$ cat src/rtl/fwd_ctrl.sv
// fwd_ctrl -- operand forwarding and load-use hazard control for the
// 5-stage core (IF/ID/EX/MEM/WB).
//
// The block keeps its own shadow copy of the destination and source tags
// of the instructions in EX, MEM and WB. From that copy it drives the EX
// operand multiplexer selects and the load-use stall.
//
// Ports:
//   clk, rst_n            core clock; asynchronous active-low reset
//   id_valid              ID holds a real instruction
//   id_rs1, id_rs2        ID source register indices
//   id_use_rs1/2          the ID instruction actually reads that source
//   id_rd                 ID destination register index
//   id_reg_write          the ID instruction writes rd
//   id_mem_read           the ID instruction is a load
//   flush                 redirect; squashes ID and EX (overrides stall)
//   fwd_a_sel, fwd_b_sel  EX operand selects: 00 regfile, 01 EX/MEM, 1x WB
//   stall                 hold PC and IF/ID, insert a bubble into EX
//   stall_cnt             saturating count of stall cycles
module fwd_ctrl #(
  parameter int REG_ADDR_WIDTH = 5,
  parameter int CNT_WIDTH      = 16
) (
  input  logic                      clk,
  input  logic                      rst_n,
  input  logic                      id_valid,
  input  logic [REG_ADDR_WIDTH-1:0] id_rs1,
  input  logic [REG_ADDR_WIDTH-1:0] id_rs2,
  input  logic                      id_use_rs1,
  input  logic                      id_use_rs2,
  input  logic [REG_ADDR_WIDTH-1:0] id_rd,
  input  logic                      id_reg_write,
  input  logic                      id_mem_read,
  input  logic                      flush,
  output logic [1:0]                fwd_a_sel,
  output logic [1:0]                fwd_b_sel,
  output logic                      stall,
  output logic [CNT_WIDTH-1:0]      stall_cnt
);

  localparam logic [REG_ADDR_WIDTH-1:0] REG_ZERO = '0;
  localparam logic [CNT_WIDTH-1:0]      CNT_MAX  = '1;

  // EX shadow stage
  logic                      ex_valid_reg;
  logic [REG_ADDR_WIDTH-1:0] ex_rd_reg;
  logic                      ex_wr_reg;
  logic                      ex_ld_reg;
  logic [REG_ADDR_WIDTH-1:0] ex_rs1_reg;
  logic [REG_ADDR_WIDTH-1:0] ex_rs2_reg;
  logic                      ex_use1_reg;
  logic                      ex_use2_reg;
  // MEM shadow stage
  logic                      mem_valid_reg;
  logic [REG_ADDR_WIDTH-1:0] mem_rd_reg;
  logic                      mem_wr_reg;
  logic                      mem_ld_reg;
  // WB shadow stage
  logic                      wb_valid_reg;
  logic [REG_ADDR_WIDTH-1:0] wb_rd_reg;
  logic                      wb_wr_reg;

  logic [CNT_WIDTH-1:0]      stall_cnt_reg;

  always_ff @(posedge clk or negedge rst_n) begin
    if (!rst_n) begin
      ex_valid_reg  <= 1'b0;
      ex_rd_reg     <= '0;
      ex_wr_reg     <= 1'b0;
      ex_ld_reg     <= 1'b0;
      ex_rs1_reg    <= '0;
      ex_rs2_reg    <= '0;
      ex_use1_reg   <= 1'b0;
      ex_use2_reg   <= 1'b0;
      mem_valid_reg <= 1'b0;
      mem_rd_reg    <= '0;
      mem_wr_reg    <= 1'b0;
      mem_ld_reg    <= 1'b0;
      wb_valid_reg  <= 1'b0;
      wb_rd_reg     <= '0;
      wb_wr_reg     <= 1'b0;
      stall_cnt_reg <= '0;
    end else begin
      // A stalled or flushed ID instruction enters EX as a bubble: only
      // the valid bit is dropped, the tags are still captured.
      ex_valid_reg  <= id_valid & ~stall & ~flush;
      ex_rd_reg     <= id_rd;
      ex_wr_reg     <= id_reg_write;
      ex_ld_reg     <= id_mem_read;
      ex_rs1_reg    <= id_rs1;
      ex_rs2_reg    <= id_rs2;
      ex_use1_reg   <= id_use_rs1;
      ex_use2_reg   <= id_use_rs2;
      mem_valid_reg <= ex_valid_reg;
      mem_rd_reg    <= ex_rd_reg;
      mem_wr_reg    <= ex_wr_reg;
      mem_ld_reg    <= ex_ld_reg;
      wb_valid_reg  <= mem_valid_reg;
      wb_rd_reg     <= mem_rd_reg;
      wb_wr_reg     <= mem_wr_reg;
      if (stall && (stall_cnt_reg != CNT_MAX)) begin
        stall_cnt_reg <= stall_cnt_reg + CNT_WIDTH'(1);
      end
    end
  end

  assign stall_cnt = stall_cnt_reg;

  // Load-use: the load in EX has no data until it leaves MEM, so the
  // consumer waits one cycle. Flush already bubbles EX, so it masks stall.
  logic load_in_ex;
  assign load_in_ex = ex_valid_reg & ex_ld_reg & (ex_rd_reg != REG_ZERO);
  assign stall = id_valid & load_in_ex
               & ((id_use_rs1 & (id_rs1 == ex_rd_reg)) |
                  (id_use_rs2 & (id_rs2 == ex_rd_reg)))
               & ~flush;

  // Producers able to forward. A load in MEM has no result on the EX/MEM
  // path yet, so it is excluded there and the WB check decides instead.
  logic mem_can_fwd;
  logic wb_can_fwd;
  assign mem_can_fwd = mem_valid_reg & mem_wr_reg & ~mem_ld_reg & (mem_rd_reg != REG_ZERO);
  assign wb_can_fwd  = wb_valid_reg & wb_wr_reg & (wb_rd_reg != REG_ZERO);

  logic [REG_ADDR_WIDTH-1:0] src_rs [2];
  logic [1:0]                src_use;
  assign src_rs[0]  = ex_rs1_reg;
  assign src_rs[1]  = ex_rs2_reg;
  assign src_use[0] = ex_use1_reg;
  assign src_use[1] = ex_use2_reg;

  // One select per EX operand; MEM (the younger producer) beats WB.
  genvar gi;
  generate
    for (gi = 0; gi < 2; gi++) begin : g_opsel
      logic [1:0] sel;
      always_comb begin
        sel = 2'b00;
        if (src_use[gi] && mem_can_fwd && (mem_rd_reg == src_rs[gi])) begin
          sel = 2'b01;
        end else if (src_use[gi] && wb_can_fwd && (wb_rd_reg == src_rs[gi])) begin
          sel = 2'b10;
        end
      end
    end
  endgenerate

  assign fwd_a_sel = g_opsel[0].sel;
  assign fwd_b_sel = g_opsel[1].sel;

endmodule

$ cat config.mk
export PLATFORM = sky130hd
export DESIGN_NAME = fwd_ctrl
export DESIGN_NICKNAME = d
export VERILOG_FILES = /design/src/rtl/fwd_ctrl.sv
export SDC_FILE = /design/constraint.sdc
export NUM_CORES = 1
export LEC_CHECK = 0
export CELL_PAD_IN_SITES_DETAIL_PLACEMENT = 1
export CELL_PAD_IN_SITES_GLOBAL_PLACEMENT = 1
export CORE_MARGIN = 10
export CORE_UTILIZATION = 53
export DETAILED_ROUTE_END_ITERATION = 7
export DONT_BUFFER_PORTS = 1
export GPL_TIMING_DRIVEN = 0
export PLACE_DENSITY_LB_ADDON = 0.1
export SLEW_MARGIN = 20
export SYNTH_ARGS = -nofsm -noshare
export SYNTH_HDL_FRONTEND = slang
export SYNTH_SLANG_ARGS = --single-unit
$ cat constraint.sdc
create_clock -name clk -period 3.7 [get_ports clk]
set_input_delay 1.11 -clock clk [delete_from_list [all_inputs] [get_ports clk]]
set_output_delay 1.11 -clock clk [all_outputs]
set_load 0.01 [all_outputs]
==> impl_metrics.csv <==
group,metric,value,unit
placement,port_buffers,0,
pwr,total_power,0.000973,W
timing,hold_violations,0,
cells_and_area,final_cell_mix,"dfrtp_1 (51), xnor2_1 (27), xor2_1 (16), nand2_1 (11), nand3_1 (11)",
synth,syn_inst,168,
cells_and_area,layout_commonest_cell,"dfrtp_1",
pwr,p_leak,0.923,nW
synth,netlist_area,2120,sq um
timing,fin_skew,0.00873,ns
outcome,status,"complete, no violations",
drt,wl_per_cell,21.1,um
placement,hpwl,3690,um
cells_and_area,largest_reg_flops,16,
synth,synth_area_per_cell,12.6,sq um
clock_network,htreeDepth,2,
grt,grt_overflow_total,0,
cells_and_area,antenna_cells,0,
synth,ys_types,29,
clock_network,clk_pin_slew,0.10,ns
synth,synth.net_count,192,
worst_setup_path,crit_start,"mem_rd_reg[1]$_DFF_PN0_",
worst_setup_path,reg2reg_from,"stall_cnt[3]$_DFFE_PN0P_",
drt,num_vias,1279,
drt,drt-initial-drc-count,89,
drt,drc,0,
cells_and_area,fillers,378,
floorplanning,die_w,83.2,um
timing,setup-tns-final,0,ns
synth,synth_ff_type,"dfrtp_1",
synth,async_flop_share,1.00,
floorplanning,die_h,83.2,um
timing,drv_slew,0,
worst_setup_path,crit_fanout,4,
cells_and_area,drive_gt1_frac,0.108,
timing,setup_slack,0.485,ns
worst_setup_path,crit_arrival,2.10,ns
timing,hold_slack,0.370,ns
synth,yosys_register_bits,51,
synth,yosysSeqAreaShare,0.603,
worst_setup_path,end_kind,"output port",
clock_network,cts_setup_buffers,0,
grt,grt_usage,0.137,
worst_setup_path,start_kind,"flop",
placement,gp_congestion,0.794,
placement,pre_cts_ws,0.495,ns
cells_and_area,multi_input_area,831,sq um
clock_network,insertion_delay,0.31,ns
worst_setup_path,critical_path_required,2.59,ns
timing,relSlewSlack,0.660,
cells_and_area,final_util,0.603,
floorplanning,die_area,6920,sq um
cells_and_area,synthToLayoutAreaGrowth,7.39,%
grt,grt_max_degree,52,
clock_network,numCtsBuffers,5,
cells_and_area,final-seq-area,1280,sq um
floorplanning,core,3770,sq um
clock_network,cts_tree,"yes",
grt,grt_pass1_vias,1463,
pwr,vdd_ir_drop_max,264,uV
timing,max_freq,311,MHz
clock_network,clkSinkCount,51,
min_path,hp-class,"reg2reg",
flow_run,max_cap_viol_count,0,
min_path,min_from,"ex_wr_reg$_DFF_PN0_",
floorplanning,start_util,0.561,
clock_network,postCtsHoldBufs,0,
timing,rsz0062_at_grt,"no",
grt,grt_pass1_wl,7790,um
floorplanning,io_pins,44,
drt,dr.pass1.iters,2,
floorplanning,rows,22,
timing,worstMarginPinSlew,0.509,ns
clock_network,ctsResizeCount,0,
timing,finalSetupViolations,0,
cells_and_area,fin_nets,199,
drt,antenna_left,0,
clock_network,clk_path_buf_depth,2,
timing,min_period_over_period,0.869,
drt,viasPerCell,5.71,
grt,antenna_found_initial,0,
timing,finalCriticalPeriod,3.21,ns
clock_network,cts-root-buf,"clkbuf_8",
synth,synth_edf_count,0,
drt,wl,4740,um
pwr,powerDensity,428,nW/um^2
synth,yosys_warnings,0,
worst_setup_path,worstSetupPathType,"reg2out",
[cells in the mapped netlist (all sizes together), types with 2 or more instances]
library cell	number	area (sq um)
and2	2	12.5
dfrtp	51	1280
nand4	9	56.3
xor2	16	140
o21ai	2	10.0
or4	3	22.5
nor2	6	25.0
nand2	11	41.3
nor2b	2	12.5
nand3	11	55.1
nor4	5	31.3
buf	2	10.0
and3	3	18.8
nand3b	2	15.0
xnor2	27	236
mux2	3	37.5
nor3	2	10.0
and2b	2	17.5
nor3b	2	20.0
[logic make-up (layout without fill, tap and decap cells)]
| logic type | count (synthesis) | count (layout) | share of synthesized area |
|---|---|---|---|
| xor+xnor | 43 | 43 | 0.178 |
| compound gates | 6 | 6 | 0.0207 |
| fa+ha+maj | 1 | 1 | 0.00591 |
| simple gates | 62 | 62 | 0.170 |
| mux | 3 | 3 | 0.0177 |
| flops | 51 | 51 | 0.603 |
| buf+inv | 2 | 10 | 0.00473 |
[power by group]
part           switching (W)  internal [W]
combinational      0.0000167     0.0000222
sequential         0.0000225      0.000577
clock               0.000194      0.000140
[routing by layer]
layer / share of wire / vias to the layer above / GRT usage
li1: - / 594 / -
met4: 0.012 / 0 / 0.0369
met3: 0.082 / 9 / 0.0674
met1: 0.40 / 645 / 0.152
met2: 0.50 / 31 / 0.228
met5: 0 / - / 0
[layout make-up]
cell class	instances	area share
Sequential cell	51	0.561
Multi-Input combinational cell	115	0.365
Clock buffer	5	0.0303
Tap cell	48	0.0264
Clock inverter	3	0.0121
Buffer	2	0.00440
[path summary, 6_finish.rpt]
path                                        endpoint  slack, ns  cells after the start
min in group asynchronous   stall_cnt[9]$_DFFE_PN0P_       0.48                      0
min                             mem_wr_reg$_DFF_PN0_       0.37                      0
max reg2reg                stall_cnt[15]$_DFFE_PN0P_       1.58                      5
min reg2reg                     mem_wr_reg$_DFF_PN0_       0.37                      0
max in group asynchronous    ex_rs1_reg[0]$_DFF_PN0_       3.13                      0
max                                     fwd_a_sel[1]       0.49                      4
[critical path, stage by stage, from the launching register on]
cell and delay [ns]:
dfrtp_1 0.45, or4_1 0.55, o21ai_0 0.23, nor2_1 0.16
nor3_1 0.41
[metrics by stage]
stage	cell area (sq um)	instances
2_1_floorplan	2120	168
3_3_place_gp	2180	216
3_5_place_dp	2180	216
4_1_cts	2270	224
5_1_grt	2270	224
6_report	2270	224
Power figures use the tool's default switching activity.
==> RTL edit, RTL diff (same settings) <==
Reset style: synchronous (`rst_n`), changed in one clocked block. Comments in the files are not updated.
--- a/src/rtl/fwd_ctrl.sv
+++ b/src/rtl/fwd_ctrl.sv
@@ -63,5 +63,5 @@
   logic [CNT_WIDTH-1:0]      stall_cnt_reg;
 
-  always_ff @(posedge clk or negedge rst_n) begin
+  always_ff @(posedge clk) begin
     if (!rst_n) begin
       ex_valid_reg  <= 1'b0;
Check against the original RTL: differs if rst_n is asserted again (counterexample within 4 cycles, from zero or initial values and one cycle with rst_n low); with rst_n held inactive, the same outputs for 10 cycles.
==> RTL edit against the unedited design <==
  * Routed wire length up 28%
  * Register-to-register slack worse by 0.18 ns
  * Synthesized area grew 7.9%
  * Power up 6.4%
  * Sequential cell count unchanged
  * Design area grew 8.1%
  * Setup slack lost 0.23 ns
  * Critical path depth grew 1
  * Count of clock-buffer cells in the layout up 1
==> RTL edit: results (changes against the unedited design) <==
| Metric | Value |
|---|---|
| Cell types occupying the most area after synthesis | `dfxtp_1, and2_1, xor2_1` |
| Vias | `1796 (+40%)` |
| Share of the synthesized area in compound gates (AO/OA/AOI/OAI) | `0.0893 (+0.0686)` |
| Routability cong. | `0.845 (+6.4%)` |
| Post-Synth Adder-Cell Area | `0.00548 (-0.000431)` |
| Share of final-layout standard cells stronger than drive strength 1 | `0.0738 (-0.0342)` |
| Transition at the pin with the smallest max-transition slack | `0.520 ns (+0.0105 ns)` |
| Maximum clock skew at final layout | `0.0100 ns (+0.00131 ns)` |
| Count of different cell masters after synthesis | `41 (+41%)` |
| First-pass GRT wire length | `9980 microns (+28%)` |
| Synth Net Count | `260 (+35%)` |
| Critical path arrival | `2.34 ns (+0.24 ns)` |
| Number of global-route vias before repair | `1912 (+31%)` |
| Commonest cells post-synth | `dfxtp_1, and2_1, xor2_1` |
| Maximum number of pins on one net before global-route repair | `17 (-67%)` |
| Worst supply voltage drop on vdd | `0.186 mV (-30%)` |
| Net total in the final layout | `267 (+34%)` |
| Placed wire-length estimate | `4760 microns (+29%)` |
| Detailed Route WL | `6070 microns (+28%)` |
| Status | `finished clean` |
| DR iter-0 viols | `64 (-28%)` |
| Instance area after placement | `2350 sq um (+7.8%)` |
| Async SR Flop Fraction | `0 (-1.00)` |
| Ys flop type | `dfxtp_1` |
| Global-route usage over all layers | `0.167 (+0.0294)` |
| Multiplexer share of the synthesized area | `0.0263 (+0.00857)` |
| Static Leakage | `0.933 nW (+1.1%)` |
==> RTL edit: per-layer routing <==
metal | up-vias | global-route usage | share of wire
met4 | 0 | 0.0344 | 0.0084
met1 | 879 | 0.200 | 0.42
li1 | 850 | - | -
met3 | 7 | 0.0501 | 0.073
met5 | - | 0 | 0
met2 | 60 | 0.286 | 0.50
==> RTL edit: layout make-up <==
class | instances | area share
clock inverter | 2 | 0.0158
inverter | 2 | 0.00305
multi-input combinational | 175 | 0.492
tap | 50 | 0.0255
clock buffer | 6 | 0.0295
buffer | 8 | 0.0183
sequential | 51 | 0.415
==> RTL edit: metrics by stage <==
step	total power, W	instances
after floorplan	0.000639	236
final	0.00104	294
after global routing	0.00107	294
after global placement	0.000653	286
after CTS	0.00104	294
after detailed placement	0.000659	286
==> RTL edit: worst max-delay path, stage by stage <==
cell     delay (ns)
xor2_1         0.13
nor4_2         0.31
a32oi_2        0.29
buf_6          0.24
nor2_1         0.26
==> RTL edit: final timing paths <==
check,depth (start not counted),from,endpoint,slack [ns]
hold reg to reg,1,ex_wr_reg,mem_wr_reg,0.45
setup / recovery,5,id_rs1[4],stall,0.25
setup reg to reg,7,stall_cnt[0],stall_cnt[7],1.40
hold / removal,1,ex_wr_reg,mem_wr_reg,0.45
==> RTL edit: logic make-up (layout without fill, tap and decap cells) <==
family / count (synthesis) / in the layout
AO/OA/AOI/OAI: 27 / 27
XOR/XNOR: 30 / 30
adder cells (fa/ha/maj): 1 / 1
buffers and inverters: 10 / 18
flip-flops: 51 / 51
multiplexers: 6 / 6
AND/OR/NAND/NOR: 111 / 111
==> RTL edit: report_power, final <==
part / internal (W) / switching [W] / total [W]
combinational: 0.0000301 / 0.0000329 / 0.0000630
sequential: 0.000565 / 0.0000168 / 0.000582
clock: 0.000204 / 0.000186 / 0.000390
total: 0.000800 / 0.000235 / 0.00104
